[config.mk]
export PLATFORM = sky130hd
export DESIGN_NAME = tx_lane_scheduler
export DESIGN_NICKNAME = d
export VERILOG_FILES = /design/src/rtl/tx_lane_scheduler.sv
export SDC_FILE = /design/constraint.sdc
export NUM_CORES = 1
export LEC_CHECK = 0
export CORE_AREA = 4 4 59 101
export DETAILED_ROUTE_END_ITERATION = 16
export DIE_AREA = 0 0 63 105
export GPL_TIMING_DRIVEN = 0
export SETUP_SLACK_MARGIN = 0.05
export SLEW_MARGIN = 0
export SYNTH_ARGS = -nofsm -noshare
export SYNTH_HDL_FRONTEND = slang
export SYNTH_SLANG_ARGS = --single-unit
[constraint.sdc]
create_clock -name enc_clk -period 2.69 [get_ports enc_clk]
set_clock_uncertainty 0.1 [all_clocks]
set_input_delay 0.4035 -clock enc_clk [delete_from_list [all_inputs] [get_ports enc_clk]]
set_output_delay 0.4035 -clock enc_clk [all_outputs]
set_load 0.02 [all_outputs]
[src/rtl/tx_lane_scheduler.sv]
// tx_lane_scheduler: shares one lane encoder between OS, CTRL and DATA sources, granting
// whole symbols with strict OS priority and round-robin, burst-limited CTRL/DATA.
`default_nettype none

module tx_lane_scheduler #(
   parameter logic [3:0] OS_DSEL   = 4'd8,
   parameter logic [3:0] CTRL_DSEL = 4'd1,
   parameter logic [3:0] DATA_DSEL = 4'd2,
   parameter logic [3:0] IDLE_DSEL = 4'd0,
   parameter int         MAX_BURST = 4
) (
   input  logic       enc_clk,
   input  logic       rst,
   input  logic [1:0] gen_speed,
   input  logic [2:0] req,
   input  logic [2:0] last,
   output logic [2:0] gnt,
   output logic       byte_rd,
   output logic       enc_enable,
   output logic [3:0] d_sel,
   output logic       sym_done,
   output logic       busy
);
   localparam int            BW        = $clog2(MAX_BURST + 1);
   localparam logic [BW-1:0] BURST_CAP = BW'(MAX_BURST);

   typedef enum logic [1:0] {
      IDLE = 2'd0,
      ARB  = 2'd1,
      SYM  = 2'd2
   } state_t;

   state_t        state;
   logic [1:0]    speed;
   logic [3:0]    bcnt;
   logic [BW-1:0] burst;
   logic          rr_data;   // DATA wins the next CTRL/DATA tie

   logic [3:0]    last_idx;
   logic          sym_end;
   logic [2:0]    pick;
   logic [3:0]    pick_dsel;
   logic          own_done;
   logic          other_req;
   logic [BW-1:0] burst_next;
   logic          keep;
   logic          grant_now;
   logic          stop_now;

   always_comb begin
      case (speed)
         2'd2:    last_idx = 4'd7;
         2'd1:    last_idx = 4'd15;
         default: last_idx = 4'd0;
      endcase
      sym_end = (bcnt == last_idx);

      if (req[0])                pick = 3'b001;
      else if (req[1] && req[2]) pick = rr_data ? 3'b100 : 3'b010;
      else                       pick = {req[2], req[1], 1'b0};
      pick_dsel = pick[0] ? OS_DSEL : (pick[1] ? CTRL_DSEL : DATA_DSEL);

      // A request dropped during the symbol counts as the owner's final symbol.
      own_done   = |(gnt & (last | ~req));
      other_req  = (gnt[1] & req[2]) | (gnt[2] & req[1]);
      burst_next = (burst == BURST_CAP) ? burst : burst + BW'(1);
      keep       = !own_done &&
                   (gnt[0] || (!req[0] && !((burst_next == BURST_CAP) && other_req)));

      grant_now = ((state == ARB) && (req != 3'b000)) ||
                  ((state == SYM) && sym_end && !keep && (pick != 3'b000));
      stop_now  = ((state == ARB) && (req == 3'b000)) ||
                  ((state == SYM) && sym_end && !keep && (pick == 3'b000));
   end

   always_ff @(posedge enc_clk or posedge rst) begin
      if (rst) begin
         state      <= IDLE;
         speed      <= 2'd0;
         bcnt       <= 4'd0;
         burst      <= '0;
         rr_data    <= 1'b0;
         gnt        <= 3'b000;
         byte_rd    <= 1'b0;
         enc_enable <= 1'b0;
         d_sel      <= IDLE_DSEL;
         sym_done   <= 1'b0;
         busy       <= 1'b0;
      end else if (grant_now) begin
         state      <= SYM;
         gnt        <= pick;
         d_sel      <= pick_dsel;
         byte_rd    <= 1'b1;
         enc_enable <= 1'b1;
         busy       <= 1'b1;
         bcnt       <= 4'd0;
         burst      <= '0;
         sym_done   <= (last_idx == 4'd0);
         if (pick[1])      rr_data <= 1'b1;
         else if (pick[2]) rr_data <= 1'b0;
      end else if (stop_now) begin
         state      <= IDLE;
         gnt        <= 3'b000;
         byte_rd    <= 1'b0;
         enc_enable <= 1'b0;
         d_sel      <= IDLE_DSEL;
         sym_done   <= 1'b0;
         busy       <= 1'b0;
         bcnt       <= 4'd0;
         burst      <= '0;
      end else begin
         case (state)
            IDLE: begin
               if ((req != 3'b000) && (gen_speed != 2'd3)) begin
                  state <= ARB;
                  speed <= gen_speed;
                  busy  <= 1'b1;
               end
            end
            SYM: begin
               if (sym_end) begin
                  bcnt     <= 4'd0;
                  burst    <= burst_next;
                  sym_done <= (last_idx == 4'd0);
               end else begin
                  bcnt     <= bcnt + 4'd1;
                  sym_done <= ((bcnt + 4'd1) == last_idx);
               end
            end
            default: ;
         endcase
      end
   end
endmodule

`default_nettype wire
# After elaboration in Yosys (flattened, before gate mapping)
# Cells that the tools add are included.
# Widths: inputs -> output; s select.
# classes
add_sub_neg,2
n_eq_ne,9
mux,35
n_bitwise,8
reduce_logical,35
# ops
op,count
$mux 3,10
$mux 4,7
$reduce_bool 3->1,6
$mux 1,12
$logic_and 1x1->1,11
$mux 2,5
$eq 4x4->1,2
$pmux 4 s2,1
$eq 3x3->1 const B,2
$logic_not 3->1,2
$reduce_and 2->1,3
$add 4x1->4 const B,1
$eq 2x1->1 const B,2
$eq 2x2->1 const B,2
$logic_not 1->1,4
$logic_not 4->1,1
$reduce_and 4->1,1
$reduce_bool 2->1,2
$add 3x1->3 const B,1
$and 3x3->3,1
$logic_or 1x1->1,3
$not 3->3,1
$or 3x3->3,1
$reduce_or 3->1,1
other kinds (5),7
# totals
register_bits,22
elab_cells,99

# Longest topological paths before layout
# Gate-level depths: netlist of run 1.
# logic_depth
ltp_word,14
mapped_depth,9
ltp_nobuf,8

# Worst setup path before layout of run 1
# OpenSTA, ideal clock, no wires.
# synth_timing
path_kind,register to register
start,register speed[0]
end,register rr_data
arrival_time_ps,2065
required_time_ps,2464
path_slack_ps,399
path_stages_with_launch,8
n_path_buf,1
period_less_slack_ps,2291
cell_sequence,dfrtp_1 > ha_1 > or4b_4 > a21oi_4 > and2_4 > a31oi_4 > buf_6 > o32a_1
# synth_between
elab_chain_len,8
word_cells_on_any_way,9
# synth_lines
item,line_no,source
from (decl),34,logic [1:0] speed;
from (signal assigned),116,speed <= gen_speed;
$eq 2x1->1 or $eq 2x2->1 (tied branches),51,case (speed)
$pmux 4 s2 (*),51,
$eq 4x4->1 (*),56,sym_end = (bcnt == last_idx);
$logic_and 1x1->1 (*) (3 in a row),71,((state == SYM) && sym_end && !keep && (pick != 3'b000));
$logic_or 1x1->1 (*),70,grant_now = ((state == ARB) && (req != 3'b000)) ||
$reduce_and 2->1 (no source line) (*),--,
to (signal assigned),82,rr_data <= 1'b0;
to (signal assigned),99,if (pick[1]) rr_data <= 1'b1;
to (signal assigned),100,else if (pick[2]) rr_data <= 1'b0;
to (decl),37,logic rr_data;
# Every way passes the cells marked *; elsewhere a longest branch is shown, timed or not.
# A chain may end at the register's enable or synchronous reset.

# Worst setup path after layout of run 1
# Ends and elaborated chain as after synthesis.

==> flow_summary.json, run 1 <==
{
  "antenna_found_initial": 0,
  "post-route-period-util_pct": 91.5,
  "ys_async_sr_fraction_pct": 100,
  "drv_cap": 0,
  "start_kind": "flip-flop",
  "gp_congestion": 0.781,
  "synth_warnings": 0,
  "first_global_vias": 1062,
  "grt_pass1_wl_um": 4970,
  "synth_commonest_cells": "dfrtp_1, nor2_1, nand2_1",
  "clk_latency_ns": 0.26,
  "outcome": "complete, no violations",
  "syn_inst": 129,
  "cts_tree": "built",
  "drv_slew": 0,
  "synth-edff-count": 0,
  "cts_root_buf": "clkbuf_8",
  "drive_above_1_share_pct": 11.9,
  "finalSetupViolCount": 0,
  "multi_input_area_um2": 688,
  "ir_worst_vdd_v": 0.000255,
  "start_util_pct": 24.2,
  "vias": 1024,
  "power_leakage_nw": 0.647,
  "avgSynthCellArea_um2": 9.77,
  "regArea_um2": 500,
  "hold_class": "reg2reg",
  "synth.most_common_cell": "dfrtp_1",
  "end_kind": "flip-flop",
  "grt_max_degree": 21,
  "port_buffers": 19,
  "synth_nets": 143,
  "hold_viol_final": 0,
  "drt-initial-drc-count": 22,
  "dieArea_um2": 6620,
  "synth-seq-cells": 20,
  "max-slew-margin-rel_pct": 47.6,
  "seqPwrFrac_pct": 31.4,
  "grt-ovfl-total": 0,
  "cts_hold_buf": 0,
  "route.detailed.drc": 0,
  "synthesis.area_um2": 1260,
  "cp_max_fo": 10,
  "worstMarginPinSlew_ns": 0.785,
  "die_w_um": 63,
  "power_switching_w": 0.000730,
  "power.internal_w": 0.00104,
  "crit_required_ns": 2.74,
  "yosys.area.top_type": "dfrtp_1",
  "p_sw_share_pct": 41.3,
  "post_cts_resized": 0,
  "fin_tns_setup_ns": 0,
  "clockPowerShare_pct": 11.3,
  "cellPowerDensity_nw_per_um2": 1130,
  "clkTransAtPathRegs_ns": 0.08,
  "yosysTopAreaCellShare_pct": 39.7,
  "clock.fmax_mhz": 406,
  "placement_rows": 35,
  "first_pass_iters": 4,
  "numClockSinks": 20,
  "die_h_um": 105,
  "ioPinCount": 21,
  "rsz0062_at_grt": "false",
  "area_growth_pct": 23.8,
  "synth_ff_type": "dfrtp_1",
  "cts_buffers": 3,
  "wl_per_cell_um": 13.3,
  "min_period_ns": 2.46,
  "dp_hpwl_um": 2110,
  "ctsHtreeMaxLevel": 1,
  "clockBufferDepth": 2,
  "ys_top_cells_by_area": "dfrtp_1, ha_1, nor2_1",
  "crit_arrival_ns": 2.51,
  "ant_nets": 0,
  "track_usage_pct": 9.25,
  "diodes": 0,
  "fillers": 531,
  "via_per_inst": 4.97,
  "ys_seq_area_share_pct": 39.7,
  "nets": 167,
  "final_core_util_pct": 29.9,
  "post_cts_buffers": 0,
  "path_class": "reg2reg",
  "core_area_um2": 5210,
  "routed_wl_um": 2740,
  "combPwrFrac_pct": 57.3,
  "yosysUniqueCellTypes": 47
}
[layout by cell type (no fill, tap or decap), drive strengths merged, types with 2 or more instances in the layout]
cell           instances
o22ai                  2
a32o                   2
a22o                   4
nand4b                 2
nand2                 10
buf                    5
inv                    5
nand2b                 3
a21oi                  9
nor3                   3
a22oi                  2
a31oi                  3
dfrtp                 20
clkdlybuf4s50         19
o21ai                  5
nor2b                  4
mux2i                  3
nor3b                  2
nor2                  13
nand3                  3
or3                    2
mux2                   4
ha                     4
clkbuf                 5
[cell type report]
class	instances	share of cell area (%)
plain buffers	7	3.37
flip-flops and latches	20	32.1
clock buffers	3	2.65
well taps	55	4.41
multi-input cells	97	44.1
inverters	5	1.20
repair buffers	19	12.2
[flip-flops by register name (all words and copies together), names as in the netlist]
signal	count
gnt	3
busy	1
d_sel	2
speed	2
bcnt	4
state	2
burst	3
enc_enable	1
rr_data	1
sym_done	1
[metrics by stage]
step	instances	hold slack (ns)	area, um2	setup WS, ns	total power, W
after CTS	206	0.419	1560	0.210	0.00179
after global routing	206	0.450	1560	0.104	0.00193
after detailed placement	203	0.389	1520	0.180	0.00158
after global placement	203	0.386	1520	0.168	0.00156
after floorplan	129	0.267	1260	0.399	0.00130
final	206	0.417	1560	0.229	0.00177
[metal layers]
| metal | up-vias | track usage (%) | share of wire [%] |
|---|---|---|---|
| met5 | - | 0 | 0 |
| met4 | 0 | 4.74 | 2.5 |
| met3 | 4 | 1.40 | 2.2 |
| met2 | 11 | 17.5 | 56 |
| met1 | 498 | 9.47 | 39 |
| li1 | 511 | - | - |
[worst paths after layout]
check,from,end,slack [ns],cells after the start
worst max-delay path,speed[0],rr_data,0.23,7
worst min-delay path,rr_data,rr_data,0.42,1
worst max register to register,speed[0],rr_data,0.23,7
worst min register to register,rr_data,rr_data,0.42,1
max in group asynchronous,rst,speed[0],1.50,2
min in group asynchronous,rst,sym_done,0.49,2
[kinds of logic (layout without fill, tap and decap cells)]
| logic type | count (synthesis) | count (layout) | share of synthesized area, % |
|---|---|---|---|
| compound gates | 35 | 35 | 21.7 |
| xor+xnor | 2 | 2 | 1.39 |
| fa+ha+maj | 4 | 4 | 3.97 |
| buf+inv | 12 | 34 | 5.66 |
| flops | 20 | 20 | 39.7 |
| mux | 7 | 7 | 6.55 |
| other cells | 1 | 1 | 0.298 |
| simple gates | 48 | 48 | 20.7 |
[worst max-delay path, cell delays in order (launching register included)]
cell and delay (ns):
dfrtp_1 0.38, ha_1 0.39, or4b_4 0.51, a21oi_4 0.18
and2_4 0.20, a31oi_4 0.11, buf_6 0.17, o32a_1 0.32
[power groups by stage]
stage               sequential, W  combinational (W)  clock, W
floorplan                0.000583           0.000716         0
global placement         0.000556            0.00101         0
detailed placement       0.000562            0.00102         0
CTS                      0.000557            0.00102  0.000206
global route             0.000578            0.00114  0.000217
finish                   0.000555            0.00101  0.000199
Power figures use the tool's default switching activity.
==> run 2: changes to the inputs <==
CORE_AREA = 2 2 57 99   (was 4 4 59 101)
DIE_AREA = 0 0 59 101   (was 0 0 63 105)
==> run 2 against run 1 <==
Non-clock buffer count unchanged. Total power increased by 2.1%. Global-route usage increased by 1.1 points. Sequential cell count unchanged. Die area decreased by 9.9%. Worst setup slack got worse by 0.011 ns. Final cell count increased by 0.49%. Sequential share of layout area decreased by 0.28 points. Via count increased by 1.1%. Core utilization increased by 0.52 points. Critical path depth unchanged. Critical endpoint unchanged. Largest power group unchanged. Highest routed layer unchanged.
==> flow_summary.json, run 2 (same netlist as run 1, synthesis figures left out) <==
{
  "outcome": "complete, no violations",
  "power_switching_w": 0.000735,
  "gp_congestion": 0.809,
  "post_cts_buffers": 0,
  "combPwrFrac_pct": 56.4,
  "p_sw_share_pct": 40.8,
  "pre_cts_ws_ns": 0.0480,
  "layout_commonest_cell": "dfrtp_1",
  "rr_startpoint": "speed[0]",
  "grt_pass1_wl_um": 4730,
  "track_usage_pct": 10.4,
  "path_class": "reg2reg",
  "start_kind": "flip-flop",
  "core_area_um2": 5170,
  "rsz0062_at_grt": "false",
  "top_register": "bcnt",
  "post-route-period-util_pct": 91.9,
  "grt-ovfl-total": 0,
  "min_period_ns": 2.47,
  "max-slew-margin-rel_pct": 47.5,
  "seqPwrFrac_pct": 30.6,
  "die_h_um": 101,
  "cp-startpoint": "speed[0]",
  "hp-start": "speed[0]",
  "cp_max_fo": 10,
  "port_buffers": 19,
  "dieArea_um2": 5960,
  "multi_input_area_um2": 688,
  "numClockSinks": 20,
  "setup_ws_ns": 0.218,
  "ant_nets": 0,
  "final_cell_mix": "dfrtp_1, clkdlybuf4s50_1, nor2_1, nand2_1, a21oi_1",
  "crit_required_ns": 2.74,
  "die_w_um": 59,
  "drive_above_1_share_pct": 12.5,
  "area_growth_pct": 24.9,
  "route.detailed.drc": 0,
  "post_cts_resized": 0,
  "hold_class": "reg2reg",
  "drt-initial-drc-count": 37,
  "grt_max_degree": 21,
  "cts_root_buf": "clkbuf_8",
  "max_stage_delay_ns": 0.51,
  "via_per_inst": 5.00,
  "clkTransAtPathRegs_ns": 0.08,
  "cp_cell_sequence": "ha_1 > or4b_4 > a21oi_4 > and2_4 > a31oi_4 > buf_6 > o32a_1",
  "cts_hold_buf": 0,
  "nets": 167,
  "cellPowerDensity_nw_per_um2": 1140,
  "reg_top3": "bcnt: 4 flops, burst: 3 flops, gnt: 3 flops",
  "routed_wl_um": 2670,
  "power.internal_w": 0.00107,
  "fin_tns_setup_ns": 0,
  "clk_latency_ns": 0.26,
  "vias": 1035,
  "crit_arrival_ns": 2.52,
  "clockPowerShare_pct": 13.0,
  "slowest_stage": "or4b_4",
  "whs_ns": 0.412,
  "end_kind": "flip-flop",
  "power_leakage_nw": 0.654,
  "regArea_um2": 500,
  "drv_slew": 0,
  "ioPinCount": 21,
  "worstMarginPinSlew_ns": 0.786,
  "start_util_pct": 24.4,
  "ctsHtreeMaxLevel": 1,
  "placement_rows": 35,
  "cts_tree": "built",
  "first_pass_iters": 4,
  "cts_buffers": 3,
  "clock.fmax_mhz": 405,
  "first_global_vias": 1033,
  "finalSetupViolCount": 0,
  "largest_reg_flops": 4,
  "diodes": 0,
  "ir_worst_vdd_v": 0.000264,
  "clockBufferDepth": 2,
  "fillers": 534,
  "wl_per_cell_um": 12.9,
  "hold_viol_final": 0,
  "antenna_found_initial": 0,
  "dp_hpwl_um": 2110,
  "drv_cap": 0
}
-- run 2: cell types whose count changed in the layout (fill, tap and decap cells not counted) --
cell and change:
clkbuf_8 +1
-- run 2: worst paths after layout --
path,endpoint,slack [ns],cells after the start
setup reg to reg,rr_data,0.22,7
min in group asynchronous,bcnt[3],0.49,2
setup / recovery,rr_data,0.22,7
max in group asynchronous,bcnt[2],1.51,2
hold / removal,speed[0],0.41,1
hold reg to reg,speed[0],0.41,1
-- run 2: power groups by stage --
stage | clock, W | combinational (W) | sequential (W)
after floorplan | 0 | 0.000716 | 0.000583
after global placement | 0 | 0.00101 | 0.000554
after detailed placement | 0 | 0.00102 | 0.000560
after CTS | 0.000243 | 0.00103 | 0.000554
after global routing | 0.000253 | 0.00112 | 0.000578
final | 0.000234 | 0.00102 | 0.000552
-- run 2: worst max-delay path, delay by kind of cell, from the launching register on --
| kind | cells | cell delay [ns] |
|---|---|---|
| flip-flops | 1 | 0.39 |
| adder cells (fa/ha/maj) | 1 | 0.38 |
| AND/OR/NAND/NOR | 2 | 0.71 |
| buffers and inverters | 1 | 0.18 |
| AO/OA/AOI/OAI | 3 | 0.60 |
-- run 2: per-layer routing --
layer	wire (um)	global-route usage, %	part of all wire, %	up-vias
li1	-	-	-	512
met1	1040	10.9	39	504
met2	1490	18.7	56	14
met3	77	1.93	2.9	5
met4	68	5.42	2.5	0
met5	0	0	0	-
-- run 2: per-stage QoR --
step | instances | total power, W | util, % | cell area [um2]
6_report | 207 | 0.00180 | 30.5 | 1570
5_1_grt | 207 | 0.00195 | 30.5 | 1570
4_1_cts | 207 | 0.00182 | 30.5 | 1570
3_5_place_dp | 203 | 0.00158 | 29.4 | 1520
3_3_place_gp | 203 | 0.00156 | 29.4 | 1520
2_1_floorplan | 129 | 0.00130 | - | 1260
-- run 2: area by class of cell --
cell class | instances | area share (%)
inverter | 5 | 1.19
clock buffer | 4 | 3.50
tap | 55 | 4.37
sequential | 20 | 31.8
buffer | 7 | 3.34
timing repair buffer | 19 | 12.1
multi-input combinational | 97 | 43.7
==> run 3: changes to the inputs <==
ABC_CLOCK_PERIOD_IN_PS = 2690   (was not set)
DONT_BUFFER_PORTS = 1   (was not set)
SKIP_LAST_GASP = 1   (was not set)
==> run 3 against run 2 <==
Worst hold slack got worse by 0.35 ns. Cell area is 12% lower. Register-to-register slack lost 0.02 ns. Sequential cell count unchanged. Total power decreased by 7.2%. Sequential share of layout area rose by 4.4 points. Core utilization fell by 3.7 points. First-iteration DRC count increased by 16%. Critical path depth is the same. Sequential power increased by 11%. Clock-buffer cell count stayed put. Largest power group unchanged. Highest routed layer unchanged.
==> flow_summary.json, run 3 (same netlist as run 1, synthesis figures left out) <==
{
  "track_usage_pct": 9.45,
  "finalSetupViolCount": 0,
  "clock.fmax_mhz": 401,
  "nets": 148,
  "route.detailed.drc": 0,
  "post_cts_resized": 0,
  "max_stage_delay_ns": 0.51,
  "rsz0062_at_grt": "false",
  "worstMarginPinSlew_ns": 0.761,
  "clk_latency_ns": 0.26,
  "regArea_um2": 500,
  "stdcell_area_um2": 1380,
  "drv_slew": 0,
  "via_per_inst": 5.21,
  "cts_buffers": 3,
  "ant_nets": 0,
  "reg_top3": "bcnt: 4 flops, burst: 3 flops, gnt: 3 flops",
  "cts_root_buf": "clkbuf_8",
  "dp.cells": 184,
  "cp_cell_sequence": "ha_1 > or4b_4 > a21oi_4 > and2_4 > a31oi_4 > buf_6 > o32a_1",
  "diodes": 0,
  "gp_congestion": 0.798,
  "path_class": "reg2reg",
  "min_period_ns": 2.49,
  "start_util_pct": 24.4,
  "met2_usage_pct": 16.8,
  "hold_class": "in2async",
  "fin_tns_setup_ns": 0,
  "ioPinCount": 21,
  "placement_rows": 35,
  "routed_wl_um": 2580,
  "max-slew-margin-rel_pct": 49.2,
  "final_core_util_pct": 26.8,
  "first_global_vias": 968,
  "slowest_stage": "or4b_4",
  "final_cell_mix": "dfrtp_1, nor2_1, nand2_1, a21oi_1, inv_1",
  "outcome": "complete, no violations",
  "cts_hold_buf": 0,
  "fillers": 573,
  "power_leakage_nw": 0.581,
  "hold_viol_final": 0,
  "largest_reg_flops": 4,
  "drv_cap": 0,
  "postPlaceCellArea_um2": 1330,
  "clkTransAtPathRegs_ns": 0.07,
  "top_register": "bcnt",
  "grt_max_degree": 21,
  "clockBufferDepth": 2,
  "crit_arrival_ns": 2.54,
  "use_met3_pct": 2.44,
  "end_kind": "flip-flop",
  "cellPowerDensity_nw_per_um2": 1210,
  "port_buffers": 0,
  "ctsHtreeMaxLevel": 1,
  "antenna_found_initial": 0,
  "first_pass_iters": 4,
  "busiest_layer": "met2",
  "grt_pass1_wl_um": 4380,
  "die_w_um": 59,
  "drive_above_1_share_pct": 14.3,
  "multi_input_area_um2": 688,
  "grt-ovfl-total": 0,
  "vias": 980,
  "ir_worst_vdd_v": 0.000257,
  "crit_required_ns": 2.73,
  "cts_tree": "built",
  "cp_max_fo": 10,
  "die_h_um": 101,
  "numClockSinks": 20,
  "core_area_um2": 5170,
  "start_kind": "flip-flop",
  "wl_per_cell_um": 13.7,
  "dieArea_um2": 5960,
  "dp_hpwl_um": 2020,
  "drt-initial-drc-count": 43,
  "layout_commonest_cell": "dfrtp_1",
  "area_growth_pct": 9.83,
  "use_met1_pct": 10.4,
  "post_cts_buffers": 0,
  "stdcell_count": 188,
  "post-route-period-util_pct": 92.6
}
## run 3: final cells by class
cell class | count | share of cell area, %
tap | 55 | 4.97
buffer | 7 | 3.80
clock buffer | 4 | 3.98
sequential | 20 | 36.2
multi-input combinational | 97 | 49.7
inverter | 5 | 1.36
## run 3: metal layers
layer	share of wire (%)	routed length, um
met1	41	1060
met2	53	1360
met3	4.3	111
met4	1.7	45
met5	0	0
## run 3: worst max-delay path, delay by kind of cell (launching register included)
family | cells | cell delay (ns)
adder cells (fa/ha/maj) | 1 | 0.38
buffers and inverters | 1 | 0.18
flip-flops | 1 | 0.39
AND/OR/NAND/NOR | 2 | 0.71
AO/OA/AOI/OAI | 3 | 0.62
## run 3: through the flow
stage | power, W | hold WS (ns) | setup WS, ns
2_1_floorplan | 0.00130 | 0.267 | 0.399
3_3_place_gp | 0.00144 | 0.398 | 0.216
3_5_place_dp | 0.00146 | 0.385 | 0.201
4_1_cts | 0.00170 | 0.0984 | 0.187
5_1_grt | 0.00183 | 0.112 | 0.134
6_report | 0.00167 | 0.0647 | 0.199
## run 3: report_power, final
| part | leakage [nW] | switching (W) | internal, W | total [W] |
|---|---|---|---|---|
| clock network | 0.0288 | 0.0000975 | 0.000130 | 0.000228 |
| logic | 0.306 | 0.000429 | 0.000402 | 0.000831 |
| registers | 0.246 | 0.000185 | 0.000428 | 0.000613 |
## run 3: final timing paths
check,slack [ns],end,cells after the start,from
worst min register to register,0.42,speed[0],1,speed[0]
worst max register to register,0.20,rr_data,7,speed[0]
max in group asynchronous,1.95,bcnt[2],1,rst
worst min-delay path,0.06,bcnt[3],1,rst
min in group enc_clk,0.18,speed[1],2,gen_speed[1]
worst max-delay path,0.20,rr_data,7,speed[0]
